===== src/rtl/sha256_round_engine_if.sv =====
// sha256_round_engine_if: host and K-ROM signal bundle for the SHA-256 round engine.
// The abort signal exists only when SHA256_ENGINE_ABORT_EN is defined.
interface sha256_round_engine_if;
    logic         init;
`ifdef SHA256_ENGINE_ABORT_EN
    logic         abort;
`endif
    logic [511:0] block;
    logic [255:0] digest_in;
    logic         ready;
    logic         digest_valid;
    logic [255:0] digest_out;
    logic [5:0]   k_addr;
    logic [31:0]  k_in;
`ifdef SHA256_ENGINE_ABORT_EN
    modport master (output init, abort, block, digest_in, k_in, input ready, digest_valid, digest_out, k_addr);
    modport slave (input init, abort, block, digest_in, k_in, output ready, digest_valid, digest_out, k_addr);
`else
    modport master (output init, block, digest_in, k_in, input ready, digest_valid, digest_out, k_addr);
    modport slave (input init, block, digest_in, k_in, output ready, digest_valid, digest_out, k_addr);
`endif
endinterface


===== src/rtl/sha256_round_engine.sv =====
// sha256_round_engine: iterative SHA-256 compression, one round per cycle, 65 edges init to digest.
// Define SHA256_ENGINE_ABORT_EN to add the abort input that cancels an in-flight block.
module sha256_round_engine (
    input logic            clk,
    input logic            reset,
    sha256_round_engine_if.slave bus
);
    typedef enum logic [1:0] {IDLE, ROUNDS, FINAL} state_e;
    state_e       state_q, state_d;
    logic [5:0]   t_q, t_d;
    logic [31:0]  h_q [8], h_d [8];
    logic [31:0]  wk_q [8], wk_d [8];
    logic [31:0]  w_q [16], w_d [16];
    logic [255:0] dig_q, dig_d;
    logic         vld_q, vld_d;
    logic [31:0]  t1, t2, w_new;

    function automatic logic [31:0] rotr(input logic [31:0] x, input int n);
        return (x >> n) | (x << (32 - n));
    endfunction

    // wk_q[0..7] hold a..h
    assign t1 = wk_q[7] + (rotr(wk_q[4], 6) ^ rotr(wk_q[4], 11) ^ rotr(wk_q[4], 25))
              + ((wk_q[4] & wk_q[5]) ^ (~wk_q[4] & wk_q[6])) + bus.k_in + w_q[0];
    assign t2 = (rotr(wk_q[0], 2) ^ rotr(wk_q[0], 13) ^ rotr(wk_q[0], 22))
              + ((wk_q[0] & wk_q[1]) ^ (wk_q[0] & wk_q[2]) ^ (wk_q[1] & wk_q[2]));
    assign w_new = (rotr(w_q[14], 17) ^ rotr(w_q[14], 19) ^ (w_q[14] >> 10)) + w_q[9]
                 + (rotr(w_q[1], 7) ^ rotr(w_q[1], 18) ^ (w_q[1] >> 3)) + w_q[0];

    assign bus.ready        = state_q == IDLE;
    assign bus.digest_valid = vld_q;
    assign bus.digest_out   = dig_q;
    assign bus.k_addr       = t_q;

    always_comb begin
        state_d = state_q;
        t_d     = t_q;
        h_d     = h_q;
        wk_d    = wk_q;
        w_d     = w_q;
        dig_d   = dig_q;
        vld_d   = vld_q;
        case (state_q)
            IDLE: if (bus.init) begin
                for (int i = 0; i < 8; i++) begin
                    h_d[i]  = bus.digest_in[255-32*i -: 32];
                    wk_d[i] = bus.digest_in[255-32*i -: 32];
                end
                for (int i = 0; i < 16; i++) w_d[i] = bus.block[511-32*i -: 32];
                t_d     = '0;
                vld_d   = 1'b0;
                state_d = ROUNDS;
            end
            ROUNDS: begin
                wk_d = '{t1 + t2, wk_q[0], wk_q[1], wk_q[2], wk_q[3] + t1, wk_q[4], wk_q[5], wk_q[6]};
                for (int i = 0; i < 15; i++) w_d[i] = w_q[i+1];
                w_d[15] = w_new;
                t_d     = t_q + 6'd1;
                state_d = t_q == 6'd63 ? FINAL : ROUNDS;
            end
            FINAL: begin
                for (int i = 0; i < 8; i++) dig_d[255-32*i -: 32] = h_q[i] + wk_q[i];
                vld_d   = 1'b1;
                state_d = IDLE;
            end
            default: state_d = IDLE;
        endcase
`ifdef SHA256_ENGINE_ABORT_EN
        if (bus.abort && state_q != IDLE) begin
            state_d = IDLE;
            t_d     = '0;
            dig_d   = dig_q;
            vld_d   = vld_q;
        end
`endif
    end

    always_ff @(posedge clk) begin
        if (reset) begin
            state_q <= IDLE;
            t_q     <= '0;
            dig_q   <= '0;
            vld_q   <= 1'b0;
        end else begin
            state_q <= state_d;
            t_q     <= t_d;
            dig_q   <= dig_d;
            vld_q   <= vld_d;
        end
    end

    always_ff @(posedge clk) begin
        h_q  <= h_d;
        wk_q <= wk_d;
        w_q  <= w_d;
    end
endmodule


===== src/flat_wrapper.sv =====
// flat-port wrapper written by rule: the top's interface ports become plain ports
module sha256_round_engine_flat 
  (clk, reset, bus_init, bus_block, bus_digest_in, bus_k_in, bus_ready, bus_digest_valid, bus_digest_out, bus_k_addr);
  sha256_round_engine_if bus_i ();
  input logic clk;
  input logic reset;
  input wire logic [$bits(bus_i.init)-1:0] bus_init;
  input wire logic [$bits(bus_i.block)-1:0] bus_block;
  input wire logic [$bits(bus_i.digest_in)-1:0] bus_digest_in;
  input wire logic [$bits(bus_i.k_in)-1:0] bus_k_in;
  output wire logic [$bits(bus_i.ready)-1:0] bus_ready;
  output wire logic [$bits(bus_i.digest_valid)-1:0] bus_digest_valid;
  output wire logic [$bits(bus_i.digest_out)-1:0] bus_digest_out;
  output wire logic [$bits(bus_i.k_addr)-1:0] bus_k_addr;
  assign bus_i.init = bus_init;
  assign bus_i.block = bus_block;
  assign bus_i.digest_in = bus_digest_in;
  assign bus_i.k_in = bus_k_in;
  assign bus_ready = bus_i.ready;
  assign bus_digest_valid = bus_i.digest_valid;
  assign bus_digest_out = bus_i.digest_out;
  assign bus_k_addr = bus_i.k_addr;
  sha256_round_engine u_core (.clk(clk), .reset(reset), .bus(bus_i));
endmodule

===== config.mk =====
export PLATFORM = sky130hd
export DESIGN_NAME = sha256_round_engine_flat
export DESIGN_NICKNAME = d
export VERILOG_FILES = /design/src/rtl/sha256_round_engine_if.sv /design/src/rtl/sha256_round_engine.sv /design/src/flat_wrapper.sv
export SDC_FILE = /design/constraint.sdc
export NUM_CORES = 2
export LEC_CHECK = 0
export CAP_MARGIN = 0
export CORE_UTILIZATION = 40
export CTS_CLUSTER_DIAMETER = 40
export DETAILED_ROUTE_END_ITERATION = 8
export RECOVER_POWER = 50
export SYNTH_ARGS = -nofsm -noshare
export SYNTH_HDL_FRONTEND = slang
export SYNTH_SLANG_ARGS = --single-unit

===== constraint.sdc =====
create_clock -name clk -period 52.2 [get_ports clk]
set_input_delay 10.44 -clock clk [delete_from_list [all_inputs] [get_ports clk]]
set_output_delay 10.44 -clock clk [all_outputs]
set_load 0.02 [all_outputs]

==> key figures <==
Placed design
  – IO buf count: 1066
  – Post-placement cell area: 87100 sq um
  – Final GP Congestion: 0.952
  – DP HPWL: 235000 microns
  – DP Cell Count: 11000

CTS
  – Resized cells post-CTS: 0
  – CTS sink count: 1289
  – Post CTS Setup Buffer Count: 0
  – Total clock buffers created by CTS: 232
  – Reg clk slew, reported paths: 50 ps
  – CTS tree: built
  – Root buf cell: clkbuf_16
  – H-tree depth: 4
  – Later-pin clock latency in the skew report: 870 ps
  – Cts hold-fix bufs: 0
  – Clock tree buffer depth: 3

Synth
  – Cell taking the most area after synthesis: edfxtp_1
  – Count leader, synth: nand2_1
  – Top post-synthesis cells by area: edfxtp_1 42%, nand2_1 13%, dfxtp_1 7.2%
  – Yosys Warn Count: 0
  – Post-synth EDFFs: 1024
  – Cells after Synth: 7706
  – Synthesized Nets: 9077
  – Syn Area/Cell: 9.61 sq um
  – Most frequent cells after synthesis: 2554 x nand2_1, 1024 x edfxtp_1, 421 x a21oi_1, 373 x ha_1, 361 x inv_1
  – Cell Area, Synth: 74000 sq um
  – Predominant post-synthesis flop cell: edfxtp_1
  – Post-synthesis sequential area ratio: 0.487
  – Top-area cell type share of the netlist area: 0.415
  – Async SR Flop Fraction: 0
  – Netlist cell types: 87
  – Synth Register Bits: 1289

Run
  – Max-cap violations: 7

Setup path
  – CP most frequent cell: buf_4
  – Crit path cell chain: dlygate4sd3_1 -> o21bai_1 -> clkinvlp_2 -> buf_4 -> buf_4 -> buf_4 -> buf_4 -> buf_4
  – Critical Path AT: 18460 ps
  – CP endpoint kind: flop
  – Crit-path max FO: 77
  – Crit path largest cell delay: 3130 ps
  – Worst path required time: 52680 ps
  – Worst path top cell family by delay: buffers and inverters
  – Buf/Inv on CP: 7
  – Slowest cell on the critical path: clkinvlp_2
  – Crit path kind: input port to flop
  – CP Launch Type: input port

Layout
  – Multi-input logic area: 35400 sq um
  – FF/Latch Area: 36100 sq um
  – Final Instance Count excl. Fillers: 11500
  – Share of layout cells above drive strength 1: 0.0564
  – Area grow syn2layout: 28.8%
  – Final nets: 10100
  – # fillers: 17000
  – Cell area after layout: 95400 sq um

Routing
  – Detailed Routing Iterations Pass 1: 7
  – Vias per std cell: 5.37
  – Vias: 61600
  – Residual DRC: 0
  – DRT Wirelength: 300000 microns
  – WL per Instance: 26.1 microns
  – ANT nets after route: 0
  – DR iter-0 viols: 4944

Global route
  – Vias in the first global route: 60100
  – First-pass GRT wire length: 416000 microns
  – Total gr overflow: 0
  – Tot GR Track Use: 0.312
  – Largest net degree at the start of global routing: 202
  – Initial antenna violation count: 169

STA
  – Slew HR: -1.84
  – RSZ-0062 raised after global routing: no
  – Final min period: 17980 ps
  – Fin. Hold Viols: 0
  – Setup violations, final: 0
  – Fmax: 0.0556 GHz
  – Fin crit share: 0.344
  – Slew at the pin closest to its max-slew limit: 4260 ps
  – Pins Over Slew Limit: 402
  – Final setup TNS: 0 ps
  – Skew final: 34.7 ps

Die
  – Core Box Area: 183000 sq um
  – Std-Cell Rows: 157
  – Initial core utilization: 0.404
  – IO Count: 1067
  – Die width: 432 microns
  – Die H: 432 microns
  – Die ar.: 187000 sq um

Run status
  – Failing checks: capacitance limit, slew limit
  – Status: finished with violations

Min path
  – HP Class: flop to flop
==> stage by stage <==
step / hold WS [ps] / worst slack (ps) / util
finish: 446 / 34220 / 0.520
global route: 464 / 33720 / 0.520
CTS: 451 / 34720 / 0.519
detailed placement: 444 / 33800 / 0.475
global placement: 439 / 33920 / 0.475
floorplan: 484 / 25800 / -
==> cells in the final DEF (no fill, tap or decap), types with 34 or more instances in the layout <==
| cell | n |
|---|---|
| nand2_1 | 2554 |
| edfxtp_1 | 1024 |
| dlygate4sd3_1 | 769 |
| a21oi_1 | 421 |
| ha_1 | 373 |
| inv_1 | 359 |
| xnor2_1 | 345 |
| o21ai_0 | 322 |
| clkdlybuf4s50_1 | 296 |
| dfxtp_1 | 265 |
| clkbuf_16 | 243 |
| nor2_1 | 212 |
| fa_1 | 195 |
| xor2_1 | 185 |
| a21o_1 | 183 |
| nand3_1 | 90 |
| diode_2 | 85 |
| nor3_1 | 69 |
| o21a_1 | 60 |
| a211oi_1 | 56 |
| nand2b_1 | 50 |
| buf_4 | 46 |
| a31oi_1 | 43 |
| or3_1 | 43 |
| nand4_1 | 39 |
| o31ai_1 | 37 |
| mux2i_1 | 36 |
| nor2b_1 | 35 |
| inv_6 | 35 |
| o21bai_1 | 34 |
==> path summary, 6_finish.rpt <==
path / slack (ps) / depth (start not counted) / startpoint / endpoint
setup / recovery: 34220 / 8 / bus_init / u_core.w_q[242]
hold / removal: 450 / 2 / u_core.bus.digest_out[34] / u_core.bus.digest_out[34]
setup reg to reg: 43780 / 29 / u_core.wk_q[123] / u_core.wk_q[255]
hold reg to reg: 450 / 2 / u_core.bus.digest_out[34] / u_core.bus.digest_out[34]
==> per-layer routing <==
metal  GRT usage  vias up  wire, microns
met5           0        -            471
met4       0.192       78          19400
met3      0.0653      777          18900
met2       0.548     2393         152000
met1       0.343    29800         109000
li1            -    28600              -
==> state kept, by name (all words and copies together), names as in the netlist <==
name / cells
u_core.state_q: 2
u_core.h_q: 256
u_core.bus.digest_out: 256
u_core.w_q: 512
u_core.wk_q: 256
u_core.bus.k_addr: 6
u_core.bus.digest_valid: 1
==> final cells by class <==
type,instances,share of cell area
diodes,85,0.00223
clock buffers,273,0.0659
clock inverters,167,0.0193
inverters,362,0.0143
multi-input cells,5726,0.372
flip-flops and latches,1289,0.378
well taps,2464,0.0323
repair buffers,1120,0.116
==> worst reg2reg max path, delay by kind of cell, from the launching register on <==
kind	cells	cell delay, ps
compound gates	15	3480
xor+xnor	4	820
fa+ha+maj	6	2600
buf+inv	3	160
flops	1	840
mux	1	260
==> cell families (layout without fill, tap and decap cells) <==
kind of cell / after synthesis / after routing / share of synthesized area
AND/OR/NAND/NOR: 3217 / 3217 / 0.177
buffers and inverters: 691 / 1922 / 0.0351
adder cells (fa/ha/maj): 590 / 590 / 0.119
other: 0 / 85 / 0
flip-flops: 1289 / 1289 / 0.487
AO/OA/AOI/OAI: 1347 / 1347 / 0.114
XOR/XNOR: 531 / 531 / 0.0630
multiplexers: 41 / 41 / 0.00568
Power is not shown: default switching activity piles up to over one toggle a cycle in this logic, so the estimate is an artifact.
